`src/rtl/button_pkg.sv`:
```
// Shared types and widths for the push-button capture block.
package button_pkg;

  localparam int unsigned PRESS_CNT_W = 16;
  localparam int unsigned STAB_CNT_W  = 24;
  localparam int unsigned STATUS_W    = 32;
  localparam int unsigned PENDING_BIT = 0;
  localparam int unsigned COUNT_LSB   = 16;
  localparam int unsigned RSVD_W      = COUNT_LSB - PENDING_BIT - 1;

  typedef enum logic [1:0] {
    IDLE      = 2'd0,
    WAIT_HIGH = 2'd1,
    HELD      = 2'd2,
    WAIT_LOW  = 2'd3
  } btn_state_e;

  // Processor-visible status word: count in the top half, pending in bit 0.
  typedef struct packed {
    logic [PRESS_CNT_W-1:0] count;
    logic [RSVD_W-1:0]      rsvd;
    logic                   pending;
  } status_t;

  function automatic status_t pack_status(input logic [PRESS_CNT_W-1:0] cnt,
                                          input logic                   pend);
    status_t s;
    s         = '0;
    s.count   = cnt;
    s.pending = pend;
    return s;
  endfunction

endpackage

```
`src/rtl/sync2.sv`:
```
// Two-flop synchronizer for a single asynchronous level, async reset to 0.
module sync2 (
  input  logic clock,
  input  logic reset,
  input  logic d,
  output logic q
);

  logic meta_q;

  always_ff @(posedge clock or posedge reset) begin
    if (reset) begin
      meta_q <= 1'b0;
      q      <= 1'b0;
    end else begin
      meta_q <= d;
      q      <= meta_q;
    end
  end

endmodule

```
`src/rtl/button_press_capture.sv`:
```
// Debounces a raw push-button, strobes once per accepted press and keeps a
// pending flag plus an optional press count (enabled by BUTTON_PRESS_COUNT_EN).
module button_press_capture
  import button_pkg::*;
#(
  parameter int unsigned DEBOUNCE_CYCLES = 1000000
) (
  input  logic                clock,
  input  logic                reset,
  input  logic                button,
  input  logic                clear,
  output logic [STATUS_W-1:0] buttonPressed,
  output logic                press_pulse,
  output logic                debounced
);

  localparam logic [STAB_CNT_W-1:0] STAB_LAST = STAB_CNT_W'(DEBOUNCE_CYCLES - 1);
  localparam logic [STAB_CNT_W-1:0] STAB_ONE  = STAB_CNT_W'(1);

  logic                   btn_sync;
  btn_state_e             state_q, state_d;
  logic [STAB_CNT_W-1:0]  stab_cnt_q, stab_cnt_d;
  logic                   press_d;
  logic                   debounced_d;
  logic                   pending_q;
  logic [PRESS_CNT_W-1:0] press_cnt;
  status_t                status;

  sync2 u_sync2 (
    .clock (clock),
    .reset (reset),
    .d     (button),
    .q     (btn_sync)
  );

  always_ff @(posedge clock or posedge reset) begin
    if (reset) begin
      state_q    <= IDLE;
      stab_cnt_q <= '0;
    end else begin
      state_q    <= state_d;
      stab_cnt_q <= stab_cnt_d;
    end
  end

  // The entry sample counts as the first stable one, so the last accepted
  // sample is the one that arrives while the counter holds DEBOUNCE_CYCLES-1.
  always_comb begin
    state_d    = state_q;
    stab_cnt_d = stab_cnt_q;
    press_d    = 1'b0;
    unique case (state_q)
      IDLE: begin
        if (btn_sync) begin
          state_d    = WAIT_HIGH;
          stab_cnt_d = STAB_ONE;
        end
      end
      WAIT_HIGH: begin
        if (!btn_sync) begin
          state_d    = IDLE;
          stab_cnt_d = '0;
        end else if (stab_cnt_q >= STAB_LAST) begin
          state_d    = HELD;
          stab_cnt_d = '0;
          press_d    = 1'b1;
        end else begin
          stab_cnt_d = stab_cnt_q + STAB_ONE;
        end
      end
      HELD: begin
        if (!btn_sync) begin
          state_d    = WAIT_LOW;
          stab_cnt_d = STAB_ONE;
        end
      end
      WAIT_LOW: begin
        if (btn_sync) begin
          state_d    = HELD;
          stab_cnt_d = '0;
        end else if (stab_cnt_q >= STAB_LAST) begin
          state_d    = IDLE;
          stab_cnt_d = '0;
        end else begin
          stab_cnt_d = stab_cnt_q + STAB_ONE;
        end
      end
      default: begin
        state_d    = IDLE;
        stab_cnt_d = '0;
      end
    endcase
    debounced_d = (state_d == HELD) || (state_d == WAIT_LOW);
  end

  // A press in the same cycle as clear keeps pending set.
  always_ff @(posedge clock or posedge reset) begin
    if (reset) begin
      press_pulse <= 1'b0;
      debounced   <= 1'b0;
      pending_q   <= 1'b0;
    end else begin
      press_pulse <= press_d;
      debounced   <= debounced_d;
      if (press_d) begin
        pending_q <= 1'b1;
      end else if (clear) begin
        pending_q <= 1'b0;
      end
    end
  end

`ifdef BUTTON_PRESS_COUNT_EN
  logic [PRESS_CNT_W-1:0] press_cnt_q;

  // Free-running wrap; independent of pending and clear.
  always_ff @(posedge clock or posedge reset) begin
    if (reset) begin
      press_cnt_q <= '0;
    end else if (press_d) begin
      press_cnt_q <= press_cnt_q + PRESS_CNT_W'(1);
    end
  end

  assign press_cnt = press_cnt_q;
`else
  assign press_cnt = '0;
`endif

  assign status        = pack_status(press_cnt, pending_q);
  assign buttonPressed = status;

endmodule

```
`config.mk`:
```
export PLATFORM = sky130hd
export DESIGN_NAME = button_press_capture
export DESIGN_NICKNAME = d
export VERILOG_FILES = /design/src/rtl/button_pkg.sv /design/src/rtl/sync2.sv /design/src/rtl/button_press_capture.sv
export SDC_FILE = /design/constraint.sdc
export NUM_CORES = 1
export LEC_CHECK = 0
export BUFFER_PORTS_ARGS = -buffer_cell sky130_fd_sc_hd__buf_2
export CAP_MARGIN = 20
export CORE_ASPECT_RATIO = 1.5
export CORE_MARGIN = 2
export CORE_UTILIZATION = 23
export CTS_CLUSTER_DIAMETER = 120
export DETAILED_ROUTE_END_ITERATION = 7
export PLACE_DENSITY_LB_ADDON = 0.12
export SLEW_MARGIN = 20
export SYNTH_ARGS = -nofsm -noshare
export SYNTH_HDL_FRONTEND = slang
export SYNTH_SLANG_ARGS = --single-unit
```
`constraint.sdc`:
```
create_clock -name clock -period 3.1 [get_ports clock]
set_input_delay 0.155 -clock clock [delete_from_list [all_inputs] [get_ports clock]]
set_output_delay 0.155 -clock clock [all_outputs]
set_load 0.01 [all_outputs]
```
* After elaboration in Yosys (flattened, before gate mapping)
Cells that the tools add are included.
** Storage, ports and cells
- Bits in registers :: 31
- Input port bits :: 4
- RAM bits :: 0
- Memories :: 0
- ROM bits :: 0
- Latch bits :: 0
- Logic and storage cells :: 38
- Output and inout port bits :: 34
** Cells by class
- Multiply operators :: 0
- Equal/unequal tests :: 7
- Mux-type cells :: 18
- $add $sub $neg :: 1
- Div/mod/pow operators :: 0
- Reduce and logical (&&, ||, !) cells :: 4
- Bitwise operators :: 0
- Shift-type cells :: 0
- Order comparisons :: 1
** Operators by type and width (number)
- two-way mux 24 bit :: 5
- one-hot mux 24 bit (4 select lines) :: 1
- adder 24 x 1 -> 24 bit (second input constant) :: 1
- greater-or-equal comparator 24 x 20 -> 1 bit (second input constant) :: 1
- two-way mux 2 bit :: 6
- == test 2 bit (second input constant) :: 4
- one-hot mux 2 bit (4 select lines) :: 1
- two-way mux 1 bit :: 5
- == test 2 x 1 -> 1 bit (second input constant) :: 1
- logical NOT 2 bit :: 1
- inequality test 2 x 1 -> 1 bit (second input constant) :: 1
- inequality test 2 bit (second input constant) :: 1
- AND reduction 2 bit :: 1
- nonzero test 2 bit :: 1
- logical OR 1 bit :: 1

* Logic depth before layout (Yosys ltp)
- Word-level depth :: 6
- Mapped depth :: 7
- Depth with buffers taken out :: 6

* Modules after synthesis
Synthesis repeated with hierarchy kept, for this count alone.
** Second synthesis, totals
- Cells, all modules :: 192
- Area, all modules :: 1839.3 um^2
** By module, submodules not included
- button_press_capture :: area each 1785.5 um^2, instances 1, seq. area each 725.7 um^2, cells each 189
- sync2 :: area each 53.8 um^2, instances 1, seq. area each 50.0 um^2, cells each 3

* Least setup slack after synthesis
No wires, ideal clock.
- Path type :: register to register
- From :: register stab_cnt_q[13]
- To :: register stab_cnt_q[12]
- Path buffers :: 1
- Cell stages (with the launch flop) :: 7
- Arrival :: 1.841 ns
- Clock period less this slack :: 1.966 ns
- Setup time :: 0.125 ns
- Data required time :: 2.975 ns
- Path slack :: 1.134 ns
- Cell sequence :: dfrtp_1 or4_1 nor4_2 a211o_2 buf_6 o31ai_1 mux2_2
** Between the ends
- Longest elaborated chain between the ends :: 4
- Elaborated cells on any way between the ends :: 5
- Those cells by class :: 1 x order compare; 4 x mux
** Ends and longest elaborated chain
- from (decl) :: line button_press_capture.sv:22 : logic [STAB_CNT_W-1:0] stab_cnt_q, stab_cnt_d;
- from (signal assigned) :: line button_press_capture.sv:42 : stab_cnt_q <= stab_cnt_d;
- greater-or-equal comparator 24 x 20 -> 1 bit * :: line button_press_capture.sv:63, button_press_capture.sv:81
- two-way mux 24 bit * :: line button_press_capture.sv:63, button_press_capture.sv:81
- two-way mux 24 bit (on tied branches) :: line button_press_capture.sv:78, button_press_capture.sv:60
- one-hot mux 24 bit (4 select lines) * :: line button_press_capture.sv:52 : unique case (state_q)
Mark *: on every way between the ends. The rest lies on a longest branch, timed or not.
A chain may end at the register's enable or synchronous reset.

* Worst setup path after layout
- From :: register stab_cnt_q[13]
- To :: register state_q[1]
** Between the ends
- Longest elaborated chain between the ends :: 4
- Elaborated cells on any way between the ends :: 6
- Those cells by class :: 1 x order compare; 5 x mux
** Ends and longest elaborated chain
- greater-or-equal comparator 24 x 20 -> 1 bit * :: line button_press_capture.sv:63, button_press_capture.sv:81
- two-way mux 2 bit (on tied branches) :: line button_press_capture.sv:81, button_press_capture.sv:63
- two-way mux 2 bit (on tied branches) :: line button_press_capture.sv:78, button_press_capture.sv:60
- one-hot mux 2 bit (4 select lines) * :: line button_press_capture.sv:52
- net state_d[1] :: line button_press_capture.sv:21 : btn_state_e state_q, state_d;
- to (signal assigned) :: line button_press_capture.sv:41 : state_q <= state_d;
- to (decl) :: line button_press_capture.sv:21
Mark *: on every way through the listed nets, which the timed path passes. The rest lies on a longest branch.

==> results.md <==
- CP Launch Type: flop
- Antenna violations before repair: 0
- Starting Density: 23.3%
- Final setup TNS: 0 ps
- Synth Register Bits: 31
- Post-Synthesis Cells: 191
- Crit-path cells: or4_1 > nor4_2 > a211o_2 > nand2_1 > mux2_2
- EDFF count, synth: 0
- Max-cap viol count: 0
- Crit path arrival time: 2440 ps
- Status: finished, final reports clean
- ANT nets after route: 0
- CP peak stage delay: 550 ps
- CORE AREA: 7910 um2
- CP max FO: 14
- Cell area power density: 497 nW/um2
- Post-synthesis async set-or-reset flop share: 100%
- Via/cell ratio: 4.41
- Fin area: 2050 um2
- Post-Place Cell Area: 1870 um2
- Final net count: 207
- Total gr overflow: 0
- Top cells by area, synth: dfrtp_1 42%, buf_4 13%, a31oi_1 3.4%
- HPWL Detailed: ~2.9 mm
- Worst Hold Class: input pin to flop
- Synth Warn #: 0
- Num rows: 40
- IO Pins: 38
- FMAX: 438 MHz
- Worst endpoint required time: ~3300 ps
- Most common cell in the netlist: buf_4
- Die width: 77.1 um
- Slew margin rel.: between 60% and 70%
- Final setup vio count: 0
- Pleak: just over 0.9 nW
- Ant. Diodes: 0
- Setup CP Type: flop to flop
- DRC Markers: 0
- Via Count: 1357
- CP Buf/Inv Count: 0
- DRC violation total after the first TritonRoute iteration: 43
- Total CTS buffers: 5
- Wire length per cell: 13.9 um
- Global-route usage over all layers: roughly a tenth
- Fin crit period: 2280 ps
- Sink Count: 31
- Number of global-route vias before repair: about 1400
- Syn avg cell area: 9.66 um2
- CP max-delay cell: or4_1
- First-pass GRT wire length: 7.13 mm
- Die Y: 114 um
- TritonCTS clock tree: done
- # port buffers: 6
- Synth top cells by count: 33 x buf_4, 31 x dfrtp_1, 12 x nand2_1, 10 x a31oi_1, 8 x nand3_1
- Register area share after synthesis: between 40% and 50%
- Worst-Skew Late Latency: 270 ps
- Register clock-pin slew on the reported worst setup and hold paths: 50 ps
- Final hold violation count: 0
- Worst Skew: 2.71 ps
- Full die area: 8770 um2
- Area delta synth->final: 11.1%
- DR pass1 iterations: 4
- Largest net degree at the start of global routing: 32
- # resized after CTS: 0
- Worst vdd ir: about 250 uV
- Post-Syn Area: 1840 um2
- Final Max Slew Viols: 0
- Layout cell share with drive strength beyond 1: 13.8%
- CTS Buffer Depth: 2
- Crit end category: flop
- RSZ-0062 raised after global routing: no
- Root buf cell: clkbuf_16
- Synth Flop Type: dfrtp_1
- H-tree depth: 2
- Worst Max-Slew Pin Slew: roughly 570 ps
- RD Place Congestion: about 0.74
- Biggest area consumer among synthesized cells: dfrtp_1
- Yosys cell types: 45
- Family with the most delay on the worst path: simple AND/OR/NAND/NOR gates
- Fin crit share: 73.6%
- Area share of the largest cell type after synthesis: 42.1%
- Post-Route WL: roughly 4.3 mm
## layout by cell type, fill, tap and decap left out, drive strengths merged, types with 2 or more instances in the layout
cell / count
conb: 31
dlygate4sd3: 2
nand3: 8
and2: 6
dfrtp: 31
o21ai: 4
nand2: 12
and3: 6
nand4: 4
a211oi: 3
inv: 7
clkbuf: 8
or4: 4
nor3: 4
or3: 3
nor2b: 3
xor2: 3
a31o: 2
xnor2: 2
a22o: 5
nor2: 8
o21a: 2
mux2: 4
buf: 10
nor4: 4
o311ai: 3
a31oi: 10
## metal layers
metal  up-vias  wire length, um  part of all wire [%]  track usage [%]
met5         -                0                     0                0
met4         0              131                   3.1             5.71
met3         9              102                   2.4             1.90
met2        29             2180                    51             18.6
met1       672             1870                    44             12.1
li1        647                -                     -                -
## through the flow
step,hold slack (ps),setup slack [ps],std cells,utilization [%],total power [mW]
final,79.3,818,308,25.9,1.02
after detailed placement,265,838,298,23.7,0.512
after global placement,265,807,298,23.7,0.513
after CTS,71.8,823,308,25.9,1.04
after global routing,78.8,676,308,25.9,1.06
after floorplan,186,1130,221,-,0.520
## cell families after synthesis
logic type | count (synthesis) | share of synthesized area [%]
and+or+nand+nor | 66 | 20.2
other | 1 | 0.203
muxes | 5 | 2.98
DFF | 31 | 42.1
AOI/OAI and AO/OA | 37 | 15.2
buffers and inverters | 45 | 16.4
xor gates and xnor gates | 5 | 2.37
adders and majority gates | 1 | 0.678
## power by group
part / switching [mW] / total (mW) / internal, mW
logic: 0.0514 / 0.0726 / 0.0212
registers: 0.0150 / 0.433 / 0.418
clock network: 0.171 / 0.513 / 0.342
total: 0.238 / 1.02 / 0.781
## registers in the layout, summed over array words and instances (netlist names)
name	cells
stab_cnt_q	24
u_sync2.meta_q	1
u_sync2.q	1
debounced	1
pending_q	1
press_pulse	1
state_q	2
## worst paths after layout
path	start	endpoint	slack, ps	cells past startpoint
max in group asynchronous	reset	stab_cnt_q[21]	2280	4
setup reg to reg	stab_cnt_q[13]	state_q[1]	820	5
min in group asynchronous	reset	u_sync2.q	500	4
hold reg to reg	u_sync2.meta_q	u_sync2.q	350	0
setup / recovery	stab_cnt_q[13]	state_q[1]	820	5
hold / removal	clear	pending_q	80	2
## timing repair
| item | CTS | global route |
|---|---|---|
| hold endpoints to repair | 32 | 0 |
| buffers inserted | 0 | 0 |
| hold buffers | 2 | 0 |
## layout make-up
cell class                      count  area [um2]
Inverter                            7        26.3
Tap cell                          105         131
Timing Repair Buffer               12        80.1
Clock buffer                        8         156
Fill cell                         894        5860
Sequential cell                    31         776
Multi-Input combinational cell    145         880
(Power assumes the default switching activity.)
